[src/rtl/demux_deser8_if.sv]
// Serial-in / parallel-out bus for demux_deser8. The link side (master) drives the serial
// bit, its qualifier and the frame marker; the deserializer (slave) returns the word and status.
interface demux_deser8_if #(
    parameter int WIDTH = 8
);
    localparam int CW = $clog2(WIDTH);

    logic             din;
    logic             din_valid;
    logic             sync;
    logic [WIDTH-1:0] dout;
    logic             dout_valid;
    logic             frame_err;
    logic [CW-1:0]    bit_idx;
    logic             busy;

    modport master (
        output din, din_valid, sync,
        input  dout, dout_valid, frame_err, bit_idx, busy
    );

    modport slave (
        input  din, din_valid, sync,
        output dout, dout_valid, frame_err, bit_idx, busy
    );
endinterface

[src/rtl/demux_deser8.sv]
// 1:WIDTH serial demultiplexer. A select counter steers each accepted bit into a lane
// register; a full set of lanes is published as a registered word with a one-cycle valid pulse.

module demux_deser8_lane (
    input  logic clk,
    input  logic rst_n,
    input  logic i_clr,
    input  logic i_we,
    input  logic i_d,
    output logic o_q
);
    // A write wins over a clear so a sync bit can restart the frame in its own lane.
    always_ff @(posedge clk or negedge rst_n) begin
        if (!rst_n)     o_q <= 1'b0;
        else if (i_we)  o_q <= i_d;
        else if (i_clr) o_q <= 1'b0;
    end
endmodule

module demux_deser8 #(
    parameter int WIDTH     = 8,
    parameter bit LSB_FIRST = 1'b1
) (
    input  logic            clk,
    input  logic            rst_n,
    demux_deser8_if.slave   bus
);
    localparam int            CW         = $clog2(WIDTH);
    localparam logic [CW-1:0] LAST       = CW'(WIDTH - 1);
    localparam logic [CW-1:0] FIRST_LANE = LSB_FIRST ? CW'(0) : LAST;

    logic [CW-1:0]    r_bit_idx;
    logic [WIDTH-1:0] r_dout;
    logic             r_dout_valid;
    logic             r_frame_err;

    logic [WIDTH-1:0] w_lanes;
    logic [WIDTH-1:0] w_merged;
    logic [WIDTH-1:0] w_we;
    logic [CW-1:0]    w_sel;
    logic             w_done;
    logic             w_clr;

    assign w_sel  = LSB_FIRST ? r_bit_idx : (LAST - r_bit_idx);
    // A sync bit is always bit 0 of a new frame, so it can never complete one.
    assign w_done = bus.din_valid & ~bus.sync & (r_bit_idx == LAST);
    assign w_clr  = bus.sync | w_done;

    genvar i;
    generate
        for (i = 0; i < WIDTH; i++) begin : g_lane
            assign w_we[i] = bus.din_valid &
                             (bus.sync ? (FIRST_LANE == CW'(i))
                                       : ((w_sel == CW'(i)) & ~w_done));
            // Final bit bypasses its lane register straight into the output word.
            assign w_merged[i] = (w_sel == CW'(i)) ? bus.din : w_lanes[i];

            demux_deser8_lane u_lane (
                .clk   (clk),
                .rst_n (rst_n),
                .i_clr (w_clr),
                .i_we  (w_we[i]),
                .i_d   (bus.din),
                .o_q   (w_lanes[i])
            );
        end
    endgenerate

    always_ff @(posedge clk or negedge rst_n) begin
        if (!rst_n) begin
            r_bit_idx    <= '0;
            r_dout       <= '0;
            r_dout_valid <= 1'b0;
            r_frame_err  <= 1'b0;
        end else begin
            r_dout_valid <= w_done;
            r_frame_err  <= bus.sync & (r_bit_idx != '0);
            if (w_done)
                r_dout <= w_merged;
            // Power-of-2 width lets the increment wrap to 0 on completion.
            if (bus.din_valid)
                r_bit_idx <= bus.sync ? CW'(1) : r_bit_idx + CW'(1);
            else if (bus.sync)
                r_bit_idx <= '0;
        end
    end

    assign bus.dout       = r_dout;
    assign bus.dout_valid = r_dout_valid;
    assign bus.frame_err  = r_frame_err;
    assign bus.bit_idx    = r_bit_idx;
    assign bus.busy       = (r_bit_idx != '0);
endmodule
[src/flat_wrapper.sv]
// flat-port wrapper written by rule: the top's interface ports become plain ports
module demux_deser8_flat 
#(
    parameter int WIDTH     = 8,
    parameter bit LSB_FIRST = 1'b1
)
  (clk, rst_n, bus_din, bus_din_valid, bus_sync, bus_dout, bus_dout_valid, bus_frame_err, bus_bit_idx, bus_busy);
  demux_deser8_if #(.WIDTH(WIDTH)) bus_i ();
  input  logic clk;
  input  logic rst_n;
  input wire logic [$bits(bus_i.din)-1:0] bus_din;
  input wire logic [$bits(bus_i.din_valid)-1:0] bus_din_valid;
  input wire logic [$bits(bus_i.sync)-1:0] bus_sync;
  output wire logic [$bits(bus_i.dout)-1:0] bus_dout;
  output wire logic [$bits(bus_i.dout_valid)-1:0] bus_dout_valid;
  output wire logic [$bits(bus_i.frame_err)-1:0] bus_frame_err;
  output wire logic [$bits(bus_i.bit_idx)-1:0] bus_bit_idx;
  output wire logic [$bits(bus_i.busy)-1:0] bus_busy;
  assign bus_i.din = bus_din;
  assign bus_i.din_valid = bus_din_valid;
  assign bus_i.sync = bus_sync;
  assign bus_dout = bus_i.dout;
  assign bus_dout_valid = bus_i.dout_valid;
  assign bus_frame_err = bus_i.frame_err;
  assign bus_bit_idx = bus_i.bit_idx;
  assign bus_busy = bus_i.busy;
  demux_deser8 #(.WIDTH(WIDTH), .LSB_FIRST(LSB_FIRST)) u_core (.clk(clk), .rst_n(rst_n), .bus(bus_i));
endmodule
[config.mk]
export PLATFORM = sky130hd
export DESIGN_NAME = demux_deser8_flat
export DESIGN_NICKNAME = d
export VERILOG_FILES = /design/src/rtl/demux_deser8_if.sv /design/src/rtl/demux_deser8.sv /design/src/flat_wrapper.sv
export SDC_FILE = /design/constraint.sdc
export NUM_CORES = 1
export LEC_CHECK = 0
export BUFFER_PORTS_ARGS = -buffer_cell sky130_fd_sc_hd__buf_2
export CAP_MARGIN = 20
export CORE_UTILIZATION = 40
export DETAILED_ROUTE_END_ITERATION = 7
export GPL_ROUTABILITY_DRIVEN = 0
export HOLD_SLACK_MARGIN = 0.12
export PLACE_DENSITY = 0.72
export SLEW_MARGIN = 40
export SYNTH_ARGS = -nofsm -noshare
export SYNTH_HDL_FRONTEND = slang
export SYNTH_SLANG_ARGS = --single-unit
[constraint.sdc]
create_clock -name clk -period 3.4 [get_ports clk]
set_input_delay 0.68 -clock clk [delete_from_list [all_inputs] [get_ports clk]]
set_output_delay 0.68 -clock clk [all_outputs]
set_load 0.05 [all_outputs]
---- Word level (Yosys, flattened, before mapping) ----
Index checks and enable logic that the tools add are counted.
storage, ports and cells
  bits in registers ....................... 21
  latch bits .............................. 0
  bits in writable memories ............... 0
  memory bits (read-only) ................. 0
  output and inout bits ................... 14
  word-level logic and storage cells ...... 81
  memories kept ........................... 0
cells by class
  add/sub/neg operators ................... 1
  $mul .................................... 0
  divide/modulo/power cells ............... 0
  $lt $le $gt $ge ......................... 0
  equality and inequality tests ........... 7
  shift-type cells ........................ 0
  mux-type cells .......................... 28
  bitwise operators ....................... 22
  reductions and logical operators ........ 11
operators by type and width
  operator             number
  $mux 1               25
  $and 1x1->1          19
  $reduce_bool 2->1    9
  $eq 3x3->1 const B   4
  $mux 3               3
  $eq 3x2->1 const B   2
  $add 3x1->3 const B  1
  $eq 3x1->1 const B   1
  $logic_not 3->1      1
  $reduce_bool 3->1    1
  $not 1->1            2
  $or 1x1->1           1

---- Logic depth before layout (Yosys ltp) ----
Gate-level depths: netlist of run 1.
  depth after elaboration ................. 8
  mapped depth ............................ 6

---- Hierarchy ----
From an unflattened synthesis of run 1, not the netlist that was laid out.
unflattened totals
  cell total of the unflattened synthesis .. 94
  area total of the unflattened synthesis .. 1033.5 µm²
modules (own cells, without submodules)
  module             instances  cells each  area an instance (µm²)
  demux_deser8       1          73          770.7
  demux_deser8_lane  7          3           37.5

---- Worst setup path before layout of run 1 ----
Ideal clock, no wire load.
  path type ............................... register to output
  from .................................... reg u_core.r_bit_idx[0] (netlist: u_core.bus.bit_idx[0])
  to ...................................... out bus_busy
  arrival time ............................ 1.539 ns
  data required time ...................... 2.720 ns
  path slack .............................. 1.181 ns
  cell stages (with the launch flop) ...... 5
  path buffers ............................ 0
  cell sequence ........................... dfrtp_1 > inv_1 > ha_1 > nor2b_2 > inv_1
between the ends
  word-level cells in the longest chain between the ends .. 1
ends and longest elaborated chain
  item                      line                RTL
  start: declaration        demux_deser8.sv:32  logic [CW-1:0] r_bit_idx;
  start signal: assignment  demux_deser8.sv:82  r_bit_idx <= bus.sync ? CW'(1) : r_bit_idx + CW'(1);
  $reduce_bool 3->1         demux_deser8.sv:92  assign bus.busy = (r_bit_idx != '0);
  end: declaration          flat_wrapper.sv:18  output wire logic [$bits(bus_i.busy)-1:0] bus_busy;
No other way between the ends.

---- Worst setup path in the final report of run 1 ----
Same ends and word-level chain as after synthesis.

==> results of run 1 <==
-- how the worst max path moves through the flow --
stage,cells past startpoint,endpoint,slack (ps),from
floorplan,4,bus_busy,1180,u_core.bus.bit_idx[0]
global placement,5,bus_busy,1550,u_core.bus.bit_idx[0]
detailed placement,5,bus_busy,1510,u_core.bus.bit_idx[0]
CTS,5,bus_busy,1160,u_core.bus.bit_idx[0]
global route,5,bus_busy,1020,u_core.bus.bit_idx[0]
finish,5,bus_busy,1170,u_core.bus.bit_idx[0]
-- logic make-up (layout without fill, tap and decap cells) --
kind of cell,count (synthesis),after routing,synth area share (%)
buf+inv,10,27,4.704
fa+ha+maj,7,7,8.444
simple gates,32,32,16.53
compound gates,17,17,9.530
xor+xnor,1,1,0.8445
mux,12,12,11.70
flops,20,20,48.25
-- through the flow --
step / hold WS, ps / util, % / instance area, um^2 / setup slack [ps]
final: 306.6 / 47.71 / 1171 / 1170
after CTS: 315.4 / 47.71 / 1171 / 1159
after global placement: 459.0 / 46.23 / 1135 / 1546
after detailed placement: 464.8 / 46.23 / 1135 / 1506
after floorplan: 384.4 / - / 1037 / 1181
after global routing: 312.7 / 47.71 / 1171 / 1022
-- state kept, by name (all words and copies together), names as in the netlist --
signal                    flops
u_core.bus.frame_err          1
u_core.bus.bit_idx            3
u_core.g_lane.u_lane.o_q      7
u_core.bus.dout_valid         1
u_core.bus.dout               8
-- layer usage --
metal | track usage [%] | part of all wire, % | vias up | routed length, um
met4 | 6.579 | 0.82 | 0 | 15
met5 | 0 | 0 | - | 0
met3 | 3.448 | 4.1 | 2 | 74
li1 | - | - | 369 | -
met2 | 23.00 | 45 | 12 | 825
met1 | 19.82 | 50 | 330 | 909
-- cell type report --
class                      count  area, um^2
clock buffer                   4       36.28
inverter                       5       18.77
multi-input combinational     69       488.0
fill                         242        1284
tap                           30       37.54
sequential                    20       500.5
timing repair buffer          18       90.09
-- layout by cell type (no fill, tap or decap), types with 2 or more instances in the layout --
| master | Yosys | final |
|---|---|---|
| nand3_1 | 2 | 2 |
| o21ai_0 | 6 | 6 |
| nand2b_1 | 4 | 4 |
| nor2_1 | 6 | 6 |
| clkbuf_4 | 0 | 3 |
| o21ai_1 | 5 | 5 |
| buf_2 | 3 | 18 |
| nand2_1 | 14 | 14 |
| ha_1 | 7 | 7 |
| dfrtp_1 | 20 | 20 |
| and4bb_2 | 2 | 2 |
| mux2i_1 | 11 | 11 |
| inv_1 | 5 | 5 |
-- critical path: stages (launching register included) --
cell and delay, ps:
dfrtp_1 440, inv_1 80, ha_1 220, nor2b_2 190, inv_1 70, buf_2 250
-- power by group through the flow --
stage	Combinational, W	Clock [W]	Sequential [W]
3_3_place_gp	0.000137	0	0.000269
4_1_cts	0.000140	0.000142	0.000266
2_1_floorplan	0.0000672	0	0.000309
3_5_place_dp	0.000139	0	0.000271
5_1_grt	0.000149	0.000156	0.000269
6_report	0.000138	0.000137	0.000266
==> impl_metrics.toml, run 1 <==
[pwr]
pwr-share-comb_pct = 25.6
p_clk_share_pct = 25.3
internal_power_w = 0.0003591
leakage_nw = 0.6312
ir_drop_mv = 0.2393
power.switching_w = 0.0001817
fin_total_pwr_w = 0.0005408
pwr_density_cell_nw_per_um2 = 461.8
pwr-share-seq_pct = 49.1
switching_share_pct = 33.60

[synth]
synth_cells = 99
async_flop_share_pct = 100.0
synth_nets = 111
synth_edf_count = 0
synth_area_leaders = "dfrtp_1 (48%), mux2i_1 (11%), ha_1 (8.4%), nand2_1 (5.1%), o21ai_0 (2.9%)"
yosysMostFrequentCell = "dfrtp_1"
yosysTopAreaCell = "dfrtp_1"
synth_warnings = 0
yosys.area.top_type_share_pct = 48.25
synth_ff_type = "dfrtp_1"
ys_top_cells_by_count = "dfrtp_1 (20), nand2_1 (14), mux2i_1 (11)"
syn_area_um2 = 1037
ys_seq_elements = 20
yosysSeqAreaShare_pct = 48.25
synth_cell_types = 25
synth.avg_cell_area_um2 = 10.48

[sta]
max_freq_ghz = 0.4485
slew_headroom_pct = 69.07
setup_tns_ps = 0
setup_violations = 0
final-max-slew-violation-count = 0
rsz0062_at_grt = "false"
hold_viol = 0
worst_pin_slew_ps = 463.9
fin_crit_sh_pct = 65.57
fin_crit_ps = 2230
fin_skew_ps = 2.683

[critical_path]
worstPathArrival_ps = 1550
regToRegEndpoint = "u_core.bus.dout[7]"
required_ps = 2720
r2r-start = "u_core.bus.bit_idx[2]"
r2r_cells = 3
crit_path_end_kind = "output pin"
startpoint_type = "flop"
rrSetupSlack_ps = 1670
cp_max_fo = 5
worst-setup-path-type = "reg2out"

[layout]
drive_above_1_share_pct = 24.14
finalNonFillerCells = 146
area_delta_synth_final_pct = 12.91
diodes = 0
fin_nets = 129

[clocking]
cts_resized = 0
cts_tree = "built"
cts.htree.levels = 1
hold_buffers = 0
numClockSinks = 20
cts_buffers = 3
clockBufferDepth = 2
path_clk_slew_ps = 110
clk_latency_ps = 290
root_buffer = "clkbuf_4"
cts_setup_buffers = 0

[global_route]
grt_max_degree = 21
grt_remaining_overflow = 0
grt_pass1_vias = 646
grt_pass1_wl_um = 2987
antenna_found_initial = 0
track_usage_pct = 14.95

[placement]
dp_cells = 142
portBuffers = 18
dp_hpwl_um = 1315

[drt]
viasPerCell = 4.884
vias = 713
drc = 0
dr.pass1.iters = 3
drt-initial-drc-count = 7
ant_nets = 0
wl_per_cell_um = 12.50
detail_route.wirelength_um = 1825

[floorplanning]
floorplan.rows = 18
core_um2 = 2455
die_h_um = 52.92
die-area_um2 = 2801
num_io_pins = 19
start_util_pct = 42.25
die_x_um = 52.92

[worst_hold_path]
hold_path.class = "in2async"

[flow_run]
maxCapViolCount = 0

[run_status]
outcome = "complete, no violations"
Power figures use the tool's default switching activity.
==> run 2: changes to the inputs <==
--- a/config.mk
+++ b/config.mk
@@ -11,7 +11,7 @@
 export DETAILED_ROUTE_END_ITERATION = 7
 export GPL_ROUTABILITY_DRIVEN = 0
 export HOLD_SLACK_MARGIN = 0.12
-export PLACE_DENSITY = 0.72
+export PLACE_DENSITY = 0.74
 export SLEW_MARGIN = 40
 export SYNTH_ARGS = -nofsm -noshare
 export SYNTH_HDL_FRONTEND = slang
==> constraint.sdc (replaced) <==
create_clock -name clk -period 1.92 [get_ports clk]
set_input_delay 0.384 -clock clk [delete_from_list [all_inputs] [get_ports clk]]
set_output_delay 0.384 -clock clk [all_outputs]
set_load 0.05 [all_outputs]
==> run 2 against run 1 <==
Worst hold slack better by 65 ps. Sequential cell count is the same. Final cell count rose by 4.8%. Clock power up 77%. Sequential share of layout area decreased by 2.2 points. Via count up 5.6%. Combinational power is 100% higher. Clock skew grew 1.9 ps. Critical path depth stayed put. Register-to-register slack lost 1400 ps. Worst setup slack got worse by 1100 ps. Largest cell class unchanged.
==> impl_metrics.toml, run 2 (synthesis results as in run 1) <==
[drt]
viasPerCell = 4.922
drt-initial-drc-count = 8
wl_per_cell_um = 12.72
vias = 753
ant_nets = 0
dr.pass1.iters = 4
detail_route.wirelength_um = 1946
drc = 0

[critical_path]
r2r_cells = 5
path_cells = "inv_1 > ha_2 > nor2b_4 > inv_1 > clkbuf_4"
cpMostUsedCell = "inv_1"
crit_path_end_kind = "output pin"
startpoint_type = "flop"
worstPathArrival_ps = 1450
required_ps = 1540
r2r-start = "u_core.bus.bit_idx[2]"
rrSetupSlack_ps = 240
cp_slowest_cell = "dfrtp_1"
cp_max_fo = 5
regToRegEndpoint = "u_core.bus.dout[3]"
worst-setup-path-type = "reg2out"
slowest_delay_ps = 440

[global_route]
grt_max_degree = 21
grt-busiest-layer = "met2"
global_route.usage.met2_pct = 23.84
grtUsageMet1_pct = 20.94
met3_usage_pct = 2.586
track_usage_pct = 15.55
grt_pass1_wl_um = 3091
grt_remaining_overflow = 0
grt_pass1_vias = 678
antenna_found_initial = 0

[sta]
whs_ps = 371.8
slew_headroom_pct = 63.40
fin_crit_sh_pct = 95.73
hold_viol = 0
worst_pin_slew_ps = 549.1
final-max-slew-violation-count = 0
setup_violations = 0
max_freq_ghz = 0.5441
setup_tns_ps = 0
fin_skew_ps = 4.567
fin_crit_ps = 1838

[worst_hold_path]
min_from = "bus_sync"
min_delay_worst_endpoint = "u_core.bus.bit_idx[2]"
hold_path.class = "in2reg"
whs_path_depth = 2

[placement]
portBuffers = 18
dp_cells = 143
dp_hpwl_um = 1341

[pwr]
ir_drop_mv = 0.4828
fin_total_pwr_w = 0.0009949
pwr_density_cell_nw_per_um2 = 804.0
leakage_nw = 0.6667

[layout]
fin_nets = 136
area_delta_synth_final_pct = 19.30
largest_reg_flops = 8
final_util_pct = 50.41
diodes = 0
drive_above_1_share_pct = 29.27
mostFrequentLayoutCells = "dfrtp_1 (19), buf_2 (17), nand2_1 (14)"
finalNonFillerCells = 153
layout_commonest_cell = "dfrtp_1"

[clocking]
cts_buffers = 3
clk_latency_ps = 300
cts.htree.levels = 1
path_clk_slew_ps = 110
cts_tree = "built"
clockBufferDepth = 2
root_buffer = "clkbuf_4"
numClockSinks = 20

[flow_run]
maxCapViolCount = 0

[floorplanning]
die_x_um = 52.92
core_um2 = 2455
num_io_pins = 19
start_util_pct = 42.25
floorplan.rows = 18
die-area_um2 = 2801
die_h_um = 52.92

[run_status]
outcome = "complete, no violations"
## run 2: cell count changes in the layout (fill, tap and decap cells not counted), sizes merged
cell         previous run  this run
dlygate4sd3             0         1
buf                    18        23
clkbuf                  4         5
## run 2: worst max path at each step
stage / cells after the start / to / slack (ps) / from
finish: 5 / bus_busy / 80 / u_core.bus.bit_idx[1]
global placement: 5 / u_core.bus.dout[3] / 350 / u_core.bus.bit_idx[2]
global route: 5 / bus_busy / -5 / u_core.bus.bit_idx[1]
detailed placement: 5 / u_core.bus.dout[4] / 300 / u_core.bus.bit_idx[2]
CTS: 5 / bus_busy / 10 / u_core.bus.bit_idx[0]
floorplan: 4 / bus_busy / 20 / u_core.bus.bit_idx[1]
## run 2: area by class of cell
type,count,area [um^2]
tap,30,37.54
sequential,20,501.7
inverter,5,18.77
fill,225,1217
multi-input combinational,69,495.5
timing repair buffer,25,147.6
clock buffer,4,36.28
## run 2: metrics by stage
step | cell area [um^2] | setup WS, ps
after floorplan | 1039 | 22.40
after global placement | 1144 | 348.1
after detailed placement | 1144 | 300.4
after CTS | 1195 | 10.37
after global routing | 1237 | -5.180
final | 1237 | 81.96
## run 2: per-layer routing
| metal | share of wire (%) | routed length [um] |
|---|---|---|
| met4 | 1.3 | 25 |
| met5 | 0 | 0 |
| met1 | 48 | 943 |
| met2 | 47 | 908 |
| met3 | 3.6 | 70 |
## run 2: report_power, final
part	leakage [nW]	internal (W)	total (W)	switching [W]
sequential	0.271	0.000448	0.000471	0.0000226
combinational	0.375	0.0000998	0.000281	0.000181
clock	0.0210	0.000116	0.000243	0.000127
total	0.667	0.000664	0.000995	0.000331
## run 2: repair_timing
action,CTS,global route
setup endpoints to repair,1,1
buffers inserted,0,5
hold endpoints to repair,20,0
hold buffers,1,0
resized for setup,1,2
pin swaps,0,0
## run 2: critical path, delay by kind of cell, from the launching register on
kind | cells | cell delay [ps]
fa+ha+maj | 1 | 200
buf+inv | 3 | 340
simple gates | 1 | 170
flops | 1 | 440
==> run 3: changes to the inputs <==
--- a/config.mk
+++ b/config.mk
@@ -7,6 +7,7 @@
 export LEC_CHECK = 0
 export BUFFER_PORTS_ARGS = -buffer_cell sky130_fd_sc_hd__buf_2
 export CAP_MARGIN = 20
+export CORE_ASPECT_RATIO = 2
 export CORE_UTILIZATION = 40
 export DETAILED_ROUTE_END_ITERATION = 7
 export GPL_ROUTABILITY_DRIVEN = 0
==> run 3 against run 2 <==
Clock skew down 0.85 ps. Final cell count down 3.3%. Non-clock buffer count down 2. Clock-buffer cell count unchanged. Critical endpoint unchanged. Die area up 0.44%. Clock power up 13%. Highest routed layer unchanged. Worst setup slack better by 3.5 ps. Total power up 2.0%. Largest power group unchanged. Global-route usage up 1.7 points. Worst hold slack better by 63 ps. Sequential cell count unchanged.
==> impl_metrics.toml, run 3 (synthesis results as in run 1) <==
[floorplanning]
core_um2 = 2409
die-area_um2 = 2813
floorplan.rows = 25
num_io_pins = 19
die_h_um = 74.02
start_util_pct = 43.06
die_x_um = 38.01

[drt]
wl_per_cell_um = 14.03
vias = 782
dr.pass1.iters = 4
top_layer = "met4"
wl_met3_um = 60
wl_met2_um = 1206
ant_nets = 0
detail_route.wirelength_um = 2077
drc = 0
viasPerCell = 5.284
drt-initial-drc-count = 18
wl_met1_um = 763

[critical_path]
cp_slowest_cell = "dfrtp_2"
startpoint_type = "flop"
r2r_cells = 4
rrSetupSlack_ps = 330
crit_path_end_kind = "output pin"
path_cells = "inv_1 > ha_1 > nor2b_4 > inv_1 > buf_2"
worstPathArrival_ps = 1450
cp_max_fo = 5
worst-setup-path-type = "reg2out"
critical-path-top-delay-family = "flip-flops"
cp_num_buf_inv = 3
r2r-start = "u_core.bus.bit_idx[0]"
slowest_delay_ps = 440
cpMostUsedCell = "inv_1"
regToRegEndpoint = "u_core.bus.dout[7]"
required_ps = 1540

[layout]
largest_reg_flops = 8
finalNonFillerCells = 148
layout_commonest_cell = "dfrtp_1"
mostFrequentLayoutCells = "dfrtp_1 (19), buf_2 (18), nand2_1 (14)"
area_delta_synth_final_pct = 17.85
diodes = 0
fin_nets = 134
drive_above_1_share_pct = 26.45

[pwr]
ir_drop_mv = 0.5171
pwr-share-seq_pct = 46.3
internal_power_w = 0.0006843
pwr_density_cell_nw_per_um2 = 830.5
leakage_nw = 0.6592
p_clk_share_pct = 27.0
switching_share_pct = 32.59
pwr-share-comb_pct = 26.7
power.switching_w = 0.0003309

[global_route]
antenna_found_initial = 0
grt_pass1_vias = 804
grt_remaining_overflow = 0
track_usage_pct = 17.28
grt_max_degree = 21
grt_pass1_wl_um = 3498

[sta]
final-max-slew-violation-count = 0
worst_pin_slew_ps = 447.3
fin_crit_sh_pct = 95.55
max_freq_ghz = 0.5451
fin_skew_ps = 3.722
hold_viol = 0
setup_violations = 0
rsz0062_at_grt = "false"
slew_headroom_pct = 70.18
setup_tns_ps = 0
fin_ws_ps = 85.48
fin_crit_ps = 1835

[clocking]
path_clk_slew_ps = 70
cts_buffers = 3
cts.htree.levels = 1
root_buffer = "clkbuf_8"
cts_tree = "built"
clockBufferDepth = 2
clk_latency_ps = 250
numClockSinks = 20

[worst_hold_path]
min_from = "bus_sync"
whs_path_depth = 2
hold_path.class = "in2reg"
min_delay_worst_endpoint = "u_core.bus.bit_idx[2]"

[placement]
pre_cts_ws_ps = 290.5
portBuffers = 18
dp_cells = 141
dp_hpwl_um = 1495

[flow_run]
maxCapViolCount = 0

[run_status]
outcome = "complete, no violations"
[run 3: cell types whose count changed in the layout (fill, tap and decap cells not counted), sizes merged]
| cell | before | now |
|---|---|---|
| buf | 23 | 22 |
| clkbuf | 5 | 4 |
[run 3: cell type report]
class                   count  area [um^2]
fillers                   224         1186
flip-flops and latches     20        501.7
multi-input cells          69        493.0
repair buffers             23        130.1
clock buffers               4        45.04
well taps                  27        33.78
inverters                   5        18.77
[run 3: per-stage QoR]
step / util [%] / cell area [um^2] / power, W / hold WS (ps)
after floorplan: - / 1039 / 0.0006667 / 88.41
after global placement: 47.64 / 1147 / 0.0007266 / 351.5
after detailed placement: 47.64 / 1147 / 0.0007323 / 355.3
after CTS: 50.13 / 1207 / 0.001015 / 435.2
after global routing: 50.75 / 1222 / 0.001068 / 448.2
final: 50.75 / 1222 / 0.001015 / 435.2
[run 3: layer usage]
| metal | vias up | GRT usage (%) |
|---|---|---|
| met3 | 6 | 1.791 |
| li1 | 374 | - |
| met2 | 19 | 31.61 |
| met4 | 0 | 8.333 |
| met5 | - | 0 |
| met1 | 383 | 18.82 |
[run 3: timing repair]
action / CTS / global route
resized for setup: 1 / 0
hold buffers: 1 / 0
setup endpoints to repair: 1 / 1
buffers inserted: 0 / 2
hold endpoints to repair: 20 / 0
[run 3: worst max-delay path by stage]
stage | from | to | slack, ps | cells past startpoint
3_3_place_gp | u_core.bus.bit_idx[0] | bus_busy | 350 | 5
2_1_floorplan | u_core.bus.bit_idx[1] | bus_busy | 20 | 4
5_1_grt | u_core.bus.bit_idx[0] | bus_busy | 40 | 5
6_report | u_core.bus.bit_idx[0] | bus_busy | 90 | 5
3_5_place_dp | u_core.bus.bit_idx[0] | bus_busy | 290 | 5
4_1_cts | u_core.bus.bit_idx[0] | bus_busy | 60 | 5
[run 3: power by group through the flow]
stage | combinational [W] | sequential (W) | clock (W)
after global routing | 0.000293 | 0.000474 | 0.000300
after CTS | 0.000261 | 0.000471 | 0.000282
after detailed placement | 0.000254 | 0.000478 | 0
final | 0.000271 | 0.000470 | 0.000274
after global placement | 0.000251 | 0.000476 | 0
after floorplan | 0.000119 | 0.000548 | 0
[run 3: worst register-to-register path: cells and delay by family, from the launching register on]
| family | cells | cell delay (ps) |
|---|---|---|
| adders and majority gates | 2 | 510 |
| and+or+nand+nor | 1 | 180 |
| muxes | 1 | 350 |
| DFF | 1 | 440 |
